### src/rtl/ucode_sequencer_gen.sv
// Microcode sequencer: next micro-address selection, micro-flag register and optional return stack.
// Optional return stack enabled by defining UCODE_SEQ_STACK_EN.
module ucode_sequencer_gen #(
  parameter int unsigned          UADDR_W       = 14,
  parameter int unsigned          OFFSET_W      = 7,
  parameter int unsigned          IR_W          = 8,
  parameter int unsigned          STACK_DEPTH   = 4,
  parameter logic [UADDR_W-1:0]   FETCH_U_ADDR  = UADDR_W'('h10),
  parameter logic [UADDR_W-1:0]   TRAP_U_ADDR   = UADDR_W'('h20),
  parameter logic [UADDR_W-1:0]   DISPATCH_BASE = '0,
  localparam int unsigned         LVL_W         = $clog2(STACK_DEPTH + 1)
) (
  input  logic                clk,
  input  logic                arst,
  input  logic                stall,
  input  logic [2:0]          typ,
  input  logic [OFFSET_W-1:0] offset,
  input  logic [3:0]          cond_sel,
  input  logic                cond_invert,
  input  logic                cond_flag_src,
  input  logic [1:0]          u_zf_in_src,
  input  logic [1:0]          u_cf_in_src,
  input  logic                u_sf_in_src,
  input  logic                u_of_in_src,
  input  logic [IR_W-1:0]     ir,
  input  logic [3:0]          alu_flags,
  input  logic                alu_final_cf,
  input  logic                alu_of,
  input  logic [7:0]          alu_out,
  input  logic [7:0]          z_bus,
  input  logic [6:0]          cond_ext,
  input  logic                dma_req,
  input  logic                int_pending,
  output logic [UADDR_W-1:0]  u_address,
  output logic [3:0]          u_flags,
  output logic [LVL_W-1:0]    stack_level,
  output logic                stack_err
);

  localparam logic [2:0] TYP_REL    = 3'b000;
  localparam logic [2:0] TYP_COND   = 3'b001;
  localparam logic [2:0] TYP_FETCH  = 3'b010;
  localparam logic [2:0] TYP_DISP   = 3'b011;
  localparam logic [2:0] TYP_CALL   = 3'b100;
  localparam logic [2:0] TYP_RET    = 3'b101;
  localparam logic [2:0] TYP_ABS    = 3'b110;

  logic [UADDR_W-1:0]        u_address_q, u_address_d;
  logic [3:0]                u_flags_q, u_flags_d;
  logic signed [OFFSET_W-1:0] off_s_c;
  logic [UADDR_W-1:0]        seq_c, br_c, disp_c, irq_tgt_c;
  logic [3:0]                cflags_c;
  logic                      cond_raw_c, cond_c;
  logic                      unused_c;

  assign unused_c = ^{alu_out[6:1], z_bus[6:0]};

  assign off_s_c   = offset;
  assign seq_c     = u_address_q + UADDR_W'(1);
  assign br_c      = u_address_q + UADDR_W'(off_s_c);
  assign disp_c    = DISPATCH_BASE + UADDR_W'(ir);
  assign irq_tgt_c = (dma_req | int_pending) ? TRAP_U_ADDR : FETCH_U_ADDR;
  assign cflags_c  = cond_flag_src ? u_flags_q : alu_flags;

  // Branch condition from the pre-edge flag set ({of,sf,cf,zf}) or external conditions
  always_comb begin
    cond_raw_c = 1'b0;
    case (cond_sel)
      4'd0:    cond_raw_c = cflags_c[0];
      4'd1:    cond_raw_c = cflags_c[1];
      4'd2:    cond_raw_c = cflags_c[2];
      4'd3:    cond_raw_c = cflags_c[3];
      4'd4:    cond_raw_c = cflags_c[2] ^ cflags_c[3];
      4'd5:    cond_raw_c = (cflags_c[2] ^ cflags_c[3]) | cflags_c[0];
      4'd6:    cond_raw_c = cflags_c[1] | cflags_c[0];
      4'd7:    cond_raw_c = cond_ext[0];
      4'd8:    cond_raw_c = cond_ext[1];
      4'd9:    cond_raw_c = cond_ext[2];
      4'd10:   cond_raw_c = cond_ext[3];
      4'd11:   cond_raw_c = cond_ext[4];
      4'd12:   cond_raw_c = cond_ext[5];
      4'd13:   cond_raw_c = cond_ext[6];
      default: cond_raw_c = 1'b0;
    endcase
  end

  assign cond_c = cond_raw_c ^ cond_invert;

`ifdef UCODE_SEQ_STACK_EN
  localparam int unsigned PTR_W = (STACK_DEPTH > 1) ? $clog2(STACK_DEPTH) : 1;

  logic [UADDR_W-1:0] stack_q [STACK_DEPTH];
  logic [LVL_W-1:0]   lvl_q, lvl_d;
  logic               err_q, err_d;
  logic               push_c;
  logic [UADDR_W-1:0] top_c;

  assign top_c = stack_q[PTR_W'(lvl_q - LVL_W'(1))];
`endif

  // Next-state: stall freezes address, flags and stack
  always_comb begin
    u_address_d = u_address_q;
    u_flags_d   = u_flags_q;
`ifdef UCODE_SEQ_STACK_EN
    lvl_d       = lvl_q;
    err_d       = err_q;
    push_c      = 1'b0;
`endif
    if (!stall) begin
      case (typ)
        TYP_REL:   u_address_d = br_c;
        TYP_COND:  u_address_d = cond_c ? br_c : seq_c;
        TYP_FETCH: u_address_d = irq_tgt_c;
        TYP_DISP:  u_address_d = disp_c;
`ifdef UCODE_SEQ_STACK_EN
        TYP_CALL: begin
          u_address_d = br_c;
          if (lvl_q == LVL_W'(STACK_DEPTH)) begin
            err_d = 1'b1;
          end else begin
            push_c = 1'b1;
            lvl_d  = lvl_q + LVL_W'(1);
          end
        end
        TYP_RET: begin
          if (lvl_q == '0) begin
            u_address_d = FETCH_U_ADDR;
            err_d       = 1'b1;
          end else begin
            u_address_d = top_c;
            lvl_d       = lvl_q - LVL_W'(1);
          end
        end
`else
        TYP_CALL:  u_address_d = br_c;
        TYP_RET:   u_address_d = irq_tgt_c;
`endif
        TYP_ABS:   u_address_d = UADDR_W'(offset);
        default:   u_address_d = u_address_q;
      endcase

      case (u_zf_in_src)
        2'b01:   u_flags_d[0] = alu_flags[0];
        2'b10:   u_flags_d[0] = alu_flags[0] & u_flags_q[0];
        default: u_flags_d[0] = u_flags_q[0];
      endcase
      case (u_cf_in_src)
        2'b01:   u_flags_d[1] = alu_final_cf;
        2'b10:   u_flags_d[1] = alu_out[0];
        2'b11:   u_flags_d[1] = alu_out[7];
        default: u_flags_d[1] = u_flags_q[1];
      endcase
      if (u_sf_in_src) u_flags_d[2] = z_bus[7];
      if (u_of_in_src) u_flags_d[3] = alu_of;
    end
  end

  always_ff @(posedge clk) begin
    if (arst) begin
      u_address_q <= '0;
      u_flags_q   <= '0;
    end else begin
      u_address_q <= u_address_d;
      u_flags_q   <= u_flags_d;
    end
  end

`ifdef UCODE_SEQ_STACK_EN
  always_ff @(posedge clk) begin
    if (arst) begin
      lvl_q <= '0;
      err_q <= 1'b0;
    end else begin
      lvl_q <= lvl_d;
      err_q <= err_d;
    end
  end

  // Stack contents are not reset; only the level pointer qualifies them
  always_ff @(posedge clk) begin
    if (!arst && push_c) stack_q[PTR_W'(lvl_q)] <= seq_c;
  end

  assign stack_level = lvl_q;
  assign stack_err   = err_q;
`else
  assign stack_level = '0;
  assign stack_err   = 1'b0;
`endif

  assign u_address = u_address_q;
  assign u_flags   = u_flags_q;

endmodule

### config.mk
export PLATFORM = sky130hd
export DESIGN_NAME = ucode_sequencer_gen
export DESIGN_NICKNAME = d
export VERILOG_FILES = /design/src/rtl/ucode_sequencer_gen.sv
export SDC_FILE = /design/constraint.sdc
export NUM_CORES = 1
export LEC_CHECK = 0
export BUFFER_PORTS_ARGS = -buffer_cell sky130_fd_sc_hd__buf_2
export CORE_UTILIZATION = 35
export DETAILED_ROUTE_END_ITERATION = 8
export SYNTH_ARGS = -nofsm -noshare
export SYNTH_HDL_FRONTEND = slang
export SYNTH_SLANG_ARGS = --single-unit
### constraint.sdc
create_clock -name clk -period 2.5 [get_ports clk]
set_input_delay 0.125 -clock clk [delete_from_list [all_inputs] [get_ports clk]]
set_output_delay 0.125 -clock clk [all_outputs]
set_load 0.01 [all_outputs]
=== Word level (Yosys, flattened, before mapping) ===
Cells that the tools add are included.

* Flip-flop bits (word level): 18
* Output and inout bits: 22
* Word-level logic and storage cells: 57

* Add/subtract/negate cells: 2
* Eq/ne operators: 24
* Mux-type cells: 7
* Bitwise logic cells: 7
* Reductions and logical operators: 12

{| class="wikitable"
|+ Operators with widths
! cell !! count
|-
| 14-bit case mux with 5 select lines || 1
|-
| 4-bit == test, second input constant || 6
|-
| 4-bit by 3-bit == test with 1-bit output, second input constant || 4
|-
| 14-bit by 1-bit adder with 14-bit output, second input constant || 1
|-
| 14-bit adder || 1
|-
| 14-bit 2-to-1 mux || 1
|-
| 1-bit case mux with 14 select lines || 1
|-
| 2-bit AND reduction || 5
|-
| 3-bit == test, second input constant || 3
|-
| 4-bit by 2-bit == test with 1-bit output, second input constant || 2
|-
| 2-bit == test, second input constant || 3
|-
| 3-bit by 2-bit == test with 1-bit output, second input constant || 2
|-
| 6-bit 2-to-1 mux || 1
|-
| 5-bit nonzero test || 1
|-
| 2-bit by 1-bit == test with 1-bit output, second input constant || 2
|-
| 4-bit by 1-bit == test with 1-bit output, second input constant || 1
|-
| 4-bit zero test || 1
|-
| 4-bit 2-to-1 mux || 1
|-
| 2-bit OR reduction || 2
|-
| 3-bit by 1-bit == test with 1-bit output, second input constant || 1
|-
| 3-bit zero test || 1
|-
| 1-bit bitwise OR || 3
|-
| 1-bit case mux with 3 select lines || 1
|-
| 3-bit nonzero test || 1
|-
| 5 further kinds || 6
|}

=== Logic depth before layout (Yosys ltp) ===
Gate-level depths: netlist of the first run.

* Depth after elaboration: 7
* Depth in mapped cells: 10

=== Least setup slack after synthesis of the first run ===
No wires, ideal clock.

* Path type: reg-to-reg
* Start point: reg u_address_q[0] (netlist: u_address[0])
* End point: reg u_address_q[6] (netlist: u_address[6])
* Library setup time: 0.131 ns
* Arrival: 2.089 ns
* Data required time: 2.369 ns
* Slack: 0.280 ns
* Cell stages (with the launch flop): 9
* Buffers on the path: 0
* Path through: dfxtp_1 -> ha_1 -> fa_1 -> a211oi_1 -> o21bai_1 -> a21oi_1 -> xnor2_1 -> a2111oi_0 -> nor3_1

* Cells in the longest elaborated chain, start to end: 3
* Elaborated cells on any way between the ends: 4

{| class="wikitable"
|+ RTL lines
! what !! line !! text
|-
| start: declaration || 48 || <nowiki>logic [UADDR_W-1:0] u_address_q, u_address_d;</nowiki>
|-
| start signal: assignment || 164 || <nowiki>u_address_q <= u_address_d;</nowiki>
|-
| 14-bit by 1-bit adder with 14-bit output / 14-bit adder (equally long branches) || 59, 60 ||
|-
| 14-bit 2-to-1 mux || 113 || <nowiki>TYP_COND: u_address_d = cond_c ? br_c : seq_c;</nowiki>
|-
| 14-bit case mux with 5 select lines (*) || 111 || <nowiki>case (typ)</nowiki>
|}

Every way passes the cells marked *; elsewhere a longest branch is shown, timed or not.
A chain may end at the register's enable or synchronous reset.

=== Worst setup path after layout of the first run ===
Same ends and word-level chain as after synthesis.

==> flow_metrics.env, run 1 <==
export IMPL_routed_via_density=5.60
export IMPL_synthMostInstantiatedCell="sky130_fd_sc_hd__o21ai_0"
export IMPL_power_density_nw_per_um2=402
export IMPL_hold_buffers_post_cts=0
export IMPL_layout_drive_gt1_share_pct=28.0
export IMPL_fin_nets=452
export IMPL_buffer_ports_inserted=68
export IMPL_dr_first_iter_drc_count=92
export IMPL_dpl_worst_slack_ps=-3.60
export IMPL_max_stage_delay_ps=460
export IMPL_tns_ps=0
export IMPL_gr_usage_all_layers_pct=20.1
export IMPL_cellLeakagePower_nw=1.26
export IMPL_placeableCoreArea_um2=5990
export IMPL_worst_clock_skew_ps=1.44
export IMPL_post_route_worst_setup_slack_ps=144
export IMPL_die_height_um=81.4
export IMPL_finalWeightedCongestion=0.838
export IMPL_num_antenna_cells=0
export IMPL_power_report_internal_total_mw=0.683
export IMPL_area_growth_synth_to_final_pct=23.5
export IMPL_critical_path_source_type="register"
export IMPL_cts_tree="yes"
export IMPL_fp_row_count=28
export IMPL_placed_area_um2=2660
export IMPL_yosys_register_bits=18
export IMPL_synthFlopType="sky130_fd_sc_hd__dfxtp_1"
export IMPL_initial_utilization_pct=36.9
export IMPL_maxClockFrequency_ghz=0.424
export IMPL_number_of_antenna_violations_at_the_first_check_in_global_routing=0
export IMPL_outcome="finished, final reports clean"
export IMPL_hold_ws_ps=119
export IMPL_min_period_ps=2360
export IMPL_fillCellCount=628
export IMPL_worst_setup_path_end_kind="register"
export IMPL_grt_first_pass_wirelength_um=10300
export IMPL_timing_final_max_slew_violations=0
export IMPL_net_switching_power_mw=0.412
export IMPL_grt_start_max_net_pins=23
export IMPL_synth_area_um2=2210
export IMPL_hp_class="primary input to register"
export IMPL_cts_root_buffer="sky130_fd_sc_hd__clkbuf_8"
export IMPL_clk_path_buf_depth=2
export IMPL_drt_first_pass_iters=4
export IMPL_numClockSinks=18
export IMPL_vdd_ir_drop_max_uv=224
export IMPL_final_cell_area_um2=2730
export IMPL_clk_pin_slew_worst_paths_ps=80
export IMPL_clock_latency_ps=250
export IMPL_critPathArrivalTime_ps=2490
export IMPL_layoutNonFillerInstCount=446
export IMPL_seqPwrFrac_pct=30.4
export IMPL_vias=2497
export IMPL_postSynthCellCount=298
export IMPL_numCtsBuffers=3
export IMPL_count_of_flip_flops_with_a_built_in_enable_after_synthesis=0
export IMPL_synth_area_leader_cell="sky130_fd_sc_hd__dfxtp_1"
export IMPL_asyncSetResetFlopFracSynth_pct=0
export IMPL_routed_wirelength_um=6510
export IMPL_timing_max_cap_violations=0
export IMPL_io_pins=86
export IMPL_syn_mean_instance_area_um2=7.41
export IMPL_routed_wire_length_per_instance_um=14.6
export IMPL_power_mw=1.09
export IMPL_h_tree_depth=1
export IMPL_place_detailed_hpwl_um=5140
export IMPL_post_synth_top_area_fraction_pct=16.3
export IMPL_area_contributors_post_synth="sky130_fd_sc_hd__dfxtp_1 (16%), sky130_fd_sc_hd__ha_1 (8.5%), sky130_fd_sc_hd__xnor2_1 (5.9%), sky130_fd_sc_hd__o21ai_0 (5.4%), sky130_fd_sc_hd__a21oi_1 (5.2%)"
export IMPL_yosysSeqAreaShare_pct=16.3
export IMPL_grt_pass1_vias=2141
export IMPL_chipWidth_um=81.4
export IMPL_type_of_the_worst_setup_path="register to register"
export IMPL_cp_cell_sequence="ha_1 > fa_1 > a211oi_2 > o21bai_1 > a21oi_1 > xnor2_1 > a2111oi_1 > nor3_1"
export IMPL_setup_viol_count_final=0
export IMPL_synth_cell_type_count=50
export IMPL_ys_warnings_count=0
export IMPL_count_of_unresolved_drc_violations_after_routing=0
export IMPL_post_route_util_pct=45.5
export IMPL_finalCritPeriodShare_pct=94.2
export IMPL_post_place_cells=442
export IMPL_global_route_overflow_total=0
export IMPL_pwr_share_clk_pct=22.6
export IMPL_rsz_0062_raised_after_global_routing="no"
export IMPL_power_combinational_fraction_pct=47.0
export IMPL_power_switching_share_pct=37.6
export IMPL_synth_top_cells_by_count="sky130_fd_sc_hd__o21ai_0 (24), sky130_fd_sc_hd__a21oi_1 (23), sky130_fd_sc_hd__nand2_1 (23)"
export IMPL_fp_dieArea_um2=6630
export IMPL_worst_endpoint_required_time_ps=2640
export IMPL_slowest_stage="sky130_fd_sc_hd__fa_1"
export IMPL_critical_path_peak_fanout=3
export IMPL_route_antenna_remaining_nets=0
export IMPL_final_hold_violation_count=0
path summary, 6_finish.rpt:
kind	from	cells after the start	slack, ps	to
max reg2reg	u_address[0]$_SDFFE_PP0P_	8	140	u_address[6]$_SDFFE_PP0P_
min reg2reg	u_flags[1]$_SDFFE_PP0P_	2	480	u_flags[1]$_SDFFE_PP0P_
min	alu_of	3	120	u_flags[3]$_SDFFE_PP0P_
max	u_address[0]$_SDFFE_PP0P_	8	140	u_address[6]$_SDFFE_PP0P_
worst max-delay path, delay by kind of cell, from the launching register on:
kind | cells | cell delay, ps
AOI/OAI and AO/OA | 4 | 1020
DFF | 1 | 310
and+or+nand+nor | 1 | 90
adders and majority gates | 2 | 690
xor gates and xnor gates | 1 | 120
sequential cells by signal, indices dropped and copies added (netlist names):
signal / cells
u_address: 14
u_flags: 4
power groups by stage:
stage	Clock [mW]	Sequential (mW)	Combinational, mW
finish	0.248	0.333	0.514
global route	0.265	0.337	0.571
CTS	0.253	0.333	0.512
detailed placement	0	0.339	0.508
global placement	0	0.339	0.502
floorplan	0	0.353	0.330
area by class of cell:
cell class,instances,area (µm²),share of cell area [%]
Clock buffer,4,55.1,2.02
Inverter,8,30.0,1.10
Multi-Input combinational cell,258,1730,63.6
Sequential cell,18,362,13.3
Tap cell,75,93.8,3.44
Timing Repair Buffer,83,453,16.6
cell families (layout without fill, tap and decap cells):
| kind of cell | Yosys count | in the layout | share of synthesized area [%] |
|---|---|---|---|
| AO/OA/AOI/OAI | 101 | 101 | 30.5 |
| XOR/XNOR | 23 | 23 | 9.12 |
| adder cells (fa/ha/maj) | 16 | 16 | 9.41 |
| buffers and inverters | 25 | 95 | 6.01 |
| flip-flops | 18 | 18 | 16.3 |
| multiplexers | 11 | 11 | 6.12 |
| other | 1 | 4 | 0.170 |
| AND/OR/NAND/NOR | 103 | 103 | 22.3 |
placed cells by master (no fill, tap or decap), drive strengths merged, types with 3 or more instances in the layout:
cell / count
o21ai: 25
nor2: 22
xnor2: 15
ha: 15
a221oi: 3
dfxtp: 18
mux2i: 9
nand3: 18
nand2: 23
buf: 83
inv: 8
nor3: 14
or2: 4
a211oi: 8
o21bai: 3
or3: 4
conb: 4
a31oi: 10
clkbuf: 4
and2: 4
a21o: 4
o211ai: 4
xor2: 8
a21oi: 24
o31ai: 3
and3: 10
repair_timing:
action | CTS | global route
buffers inserted | 0 | 0
setup endpoints to repair | 1 | 2
gates resized for setup | 1 | 2
pin swaps | 0 | 0
gates cloned | 0 | 0
routing by layer:
layer | vias up | GRT usage [%] | wire length (µm)
met5 | - | 0 | 0
met4 | 0 | 4.82 | 107
met3 | 10 | 1.44 | 313
met2 | 84 | 33.5 | 2950
met1 | 1144 | 27.9 | 3140
li1 | 1259 | - | -
(Power assumes the default switching activity.)
==> run 2, diff against run 1 <==
--- a/config.mk
+++ b/config.mk
@@ -8,6 +8,7 @@
 export BUFFER_PORTS_ARGS = -buffer_cell sky130_fd_sc_hd__buf_2
 export CORE_UTILIZATION = 35
 export DETAILED_ROUTE_END_ITERATION = 8
+export MAX_ROUTING_LAYER = met4
 export SYNTH_ARGS = -nofsm -noshare
 export SYNTH_HDL_FRONTEND = slang
 export SYNTH_SLANG_ARGS = --single-unit
==> flow_metrics.env, run 2 (synthesis gave the netlist of run 1 again) <==
export IMPL_initial_utilization_pct=36.9
export IMPL_fp_row_count=28
export IMPL_clk_pin_slew_worst_paths_ps=80
export IMPL_finalWeightedCongestion=0.851
export IMPL_largest_reg_flops=14
export IMPL_area_growth_synth_to_final_pct=23.5
export IMPL_io_pins=86
export IMPL_net_switching_power_mw=0.412
export IMPL_drt_first_pass_iters=4
export IMPL_routed_wirelength_um=6520
export IMPL_layoutNonFillerInstCount=446
export IMPL_post_place_cells=442
export IMPL_grt_start_max_net_pins=23
export IMPL_power_report_internal_total_mw=0.683
export IMPL_grt_pass1_vias=2138
export IMPL_worst_clock_skew_ps=3.04
export IMPL_vias=2472
export IMPL_finalCritPeriodShare_pct=94.7
export IMPL_fillCellCount=628
export IMPL_cts_tree="yes"
export IMPL_h_tree_depth=1
export IMPL_seqPwrFrac_pct=30.4
export IMPL_power_mw=1.10
export IMPL_grt_first_pass_wirelength_um=10300
export IMPL_cts_root_buffer="sky130_fd_sc_hd__clkbuf_8"
export IMPL_chipWidth_um=81.4
export IMPL_min_period_ps=2370
export IMPL_rsz_0062_raised_after_global_routing="no"
export IMPL_clock_latency_ps=260
export IMPL_final_cell_mix="sky130_fd_sc_hd__buf_2 (68), sky130_fd_sc_hd__o21ai_0 (24), sky130_fd_sc_hd__a21oi_1 (23), sky130_fd_sc_hd__nand2_1 (23), sky130_fd_sc_hd__nor2_1 (22)"
export IMPL_timing_final_max_slew_violations=0
export IMPL_gr_usage_all_layers_pct=20.7
export IMPL_routed_via_density=5.54
export IMPL_final_hold_violation_count=0
export IMPL_count_of_unresolved_drc_violations_after_routing=0
export IMPL_post_cts_setup_buffer_count=0
export IMPL_power_density_nw_per_um2=402
export IMPL_fin_nets=452
export IMPL_vdd_ir_drop_max_uv=223
export IMPL_cellLeakagePower_nw=1.26
export IMPL_placed_area_um2=2660
export IMPL_clk_path_buf_depth=2
export IMPL_final_cell_area_um2=2730
export IMPL_num_antenna_cells=0
export IMPL_final_common_cell="sky130_fd_sc_hd__buf_2"
export IMPL_hold_buffers_post_cts=0
export IMPL_numClockSinks=18
export IMPL_maxClockFrequency_ghz=0.422
export IMPL_tns_ps=0
export IMPL_buffer_ports_inserted=68
export IMPL_setup_viol_count_final=0
export IMPL_power_switching_share_pct=37.7
export IMPL_placeableCoreArea_um2=5990
export IMPL_number_of_antenna_violations_at_the_first_check_in_global_routing=0
export IMPL_route_antenna_remaining_nets=0
export IMPL_power_combinational_fraction_pct=47.0
export IMPL_die_height_um=81.4
export IMPL_timing_reg2reg_setup_slack_ps=130
export IMPL_pwr_share_clk_pct=22.6
export IMPL_critical_path_peak_fanout=3
export IMPL_worst_endpoint_required_time_ps=2640
export IMPL_fp_dieArea_um2=6630
export IMPL_numCtsBuffers=3
export IMPL_type_of_the_worst_setup_path="register to register"
export IMPL_routed_wire_length_per_instance_um=14.6
export IMPL_place_detailed_hpwl_um=5140
export IMPL_outcome="finished, final reports clean"
export IMPL_global_route_overflow_total=0
export IMPL_layout_drive_gt1_share_pct=28.0
export IMPL_critPathArrivalTime_ps=2500
export IMPL_timing_max_cap_violations=0
export IMPL_hp_class="primary input to register"
export IMPL_worst_setup_path_end_kind="register"
export IMPL_dr_first_iter_drc_count=84
export IMPL_critical_path_source_type="register"
-- run 2: cell counts in the layout (fill, tap and decap cells not counted) --
No cell type changed its count.
-- run 2: worst max-delay path: stages, from the launching register on --
cell and delay (ps):
sky130_fd_sc_hd__dfxtp_1 310, sky130_fd_sc_hd__ha_1 230, sky130_fd_sc_hd__fa_1 460, sky130_fd_sc_hd__a211oi_2 300, sky130_fd_sc_hd__o21bai_1 140, sky130_fd_sc_hd__a21oi_1 190, sky130_fd_sc_hd__xnor2_1 120, sky130_fd_sc_hd__a2111oi_1 400
sky130_fd_sc_hd__nor3_1 90
-- run 2: power groups by stage --
| stage | Combinational (mW) | Clock (mW) | Sequential, mW |
|---|---|---|---|
| 6_report | 0.515 | 0.248 | 0.333 |
| 4_1_cts | 0.512 | 0.253 | 0.333 |
| 2_1_floorplan | 0.330 | 0 | 0.353 |
| 5_1_grt | 0.571 | 0.265 | 0.337 |
| 3_5_place_dp | 0.508 | 0 | 0.339 |
| 3_3_place_gp | 0.502 | 0 | 0.339 |
-- run 2: final timing paths --
kind | from | endpoint | cells past startpoint
max | u_address[0]$_SDFFE_PP0P_ | u_address[6]$_SDFFE_PP0P_ | 8
min | alu_of | u_flags[3]$_SDFFE_PP0P_ | 3
max reg2reg | u_address[0]$_SDFFE_PP0P_ | u_address[6]$_SDFFE_PP0P_ | 8
min reg2reg | u_flags[1]$_SDFFE_PP0P_ | u_flags[1]$_SDFFE_PP0P_ | 2
-- run 2: cell type report --
cell class              instances  area (µm²)  share of cell area, %
well taps                      75        93.8                   3.44
flip-flops and latches         18         362                   13.3
inverters                       8        30.0                   1.10
repair buffers                 83         453                   16.6
clock buffers                   4        55.1                   2.02
multi-input cells             258        1730                   63.6
-- run 2: per-layer routing --
metal / GRT usage [%] / wire length [µm] / vias up
li1: - / - / 1259
met1: 28.0 / 3130 / 1120
met2: 33.5 / 2940 / 83
met3: 1.44 / 359 / 10
met4: 4.82 / 97 / 0
met5: - / 0 / -
-- run 2: timing repair --
item                       CTS  global route
setup endpoints to repair    1             2
gates resized for setup      1             2
gates cloned                 0             0
-- run 2: per-stage QoR --
| stage | worst slack (ps) | hold slack (ps) | util [%] |
|---|---|---|---|
| floorplan | 280 | 272 | - |
| CTS | 109 | 111 | 45.5 |
| global route | 7.59 | 134 | 45.5 |
| detailed placement | -3.60 | 379 | 44.5 |
| finish | 132 | 118 | 45.5 |
| global placement | 133 | 375 | 44.5 |
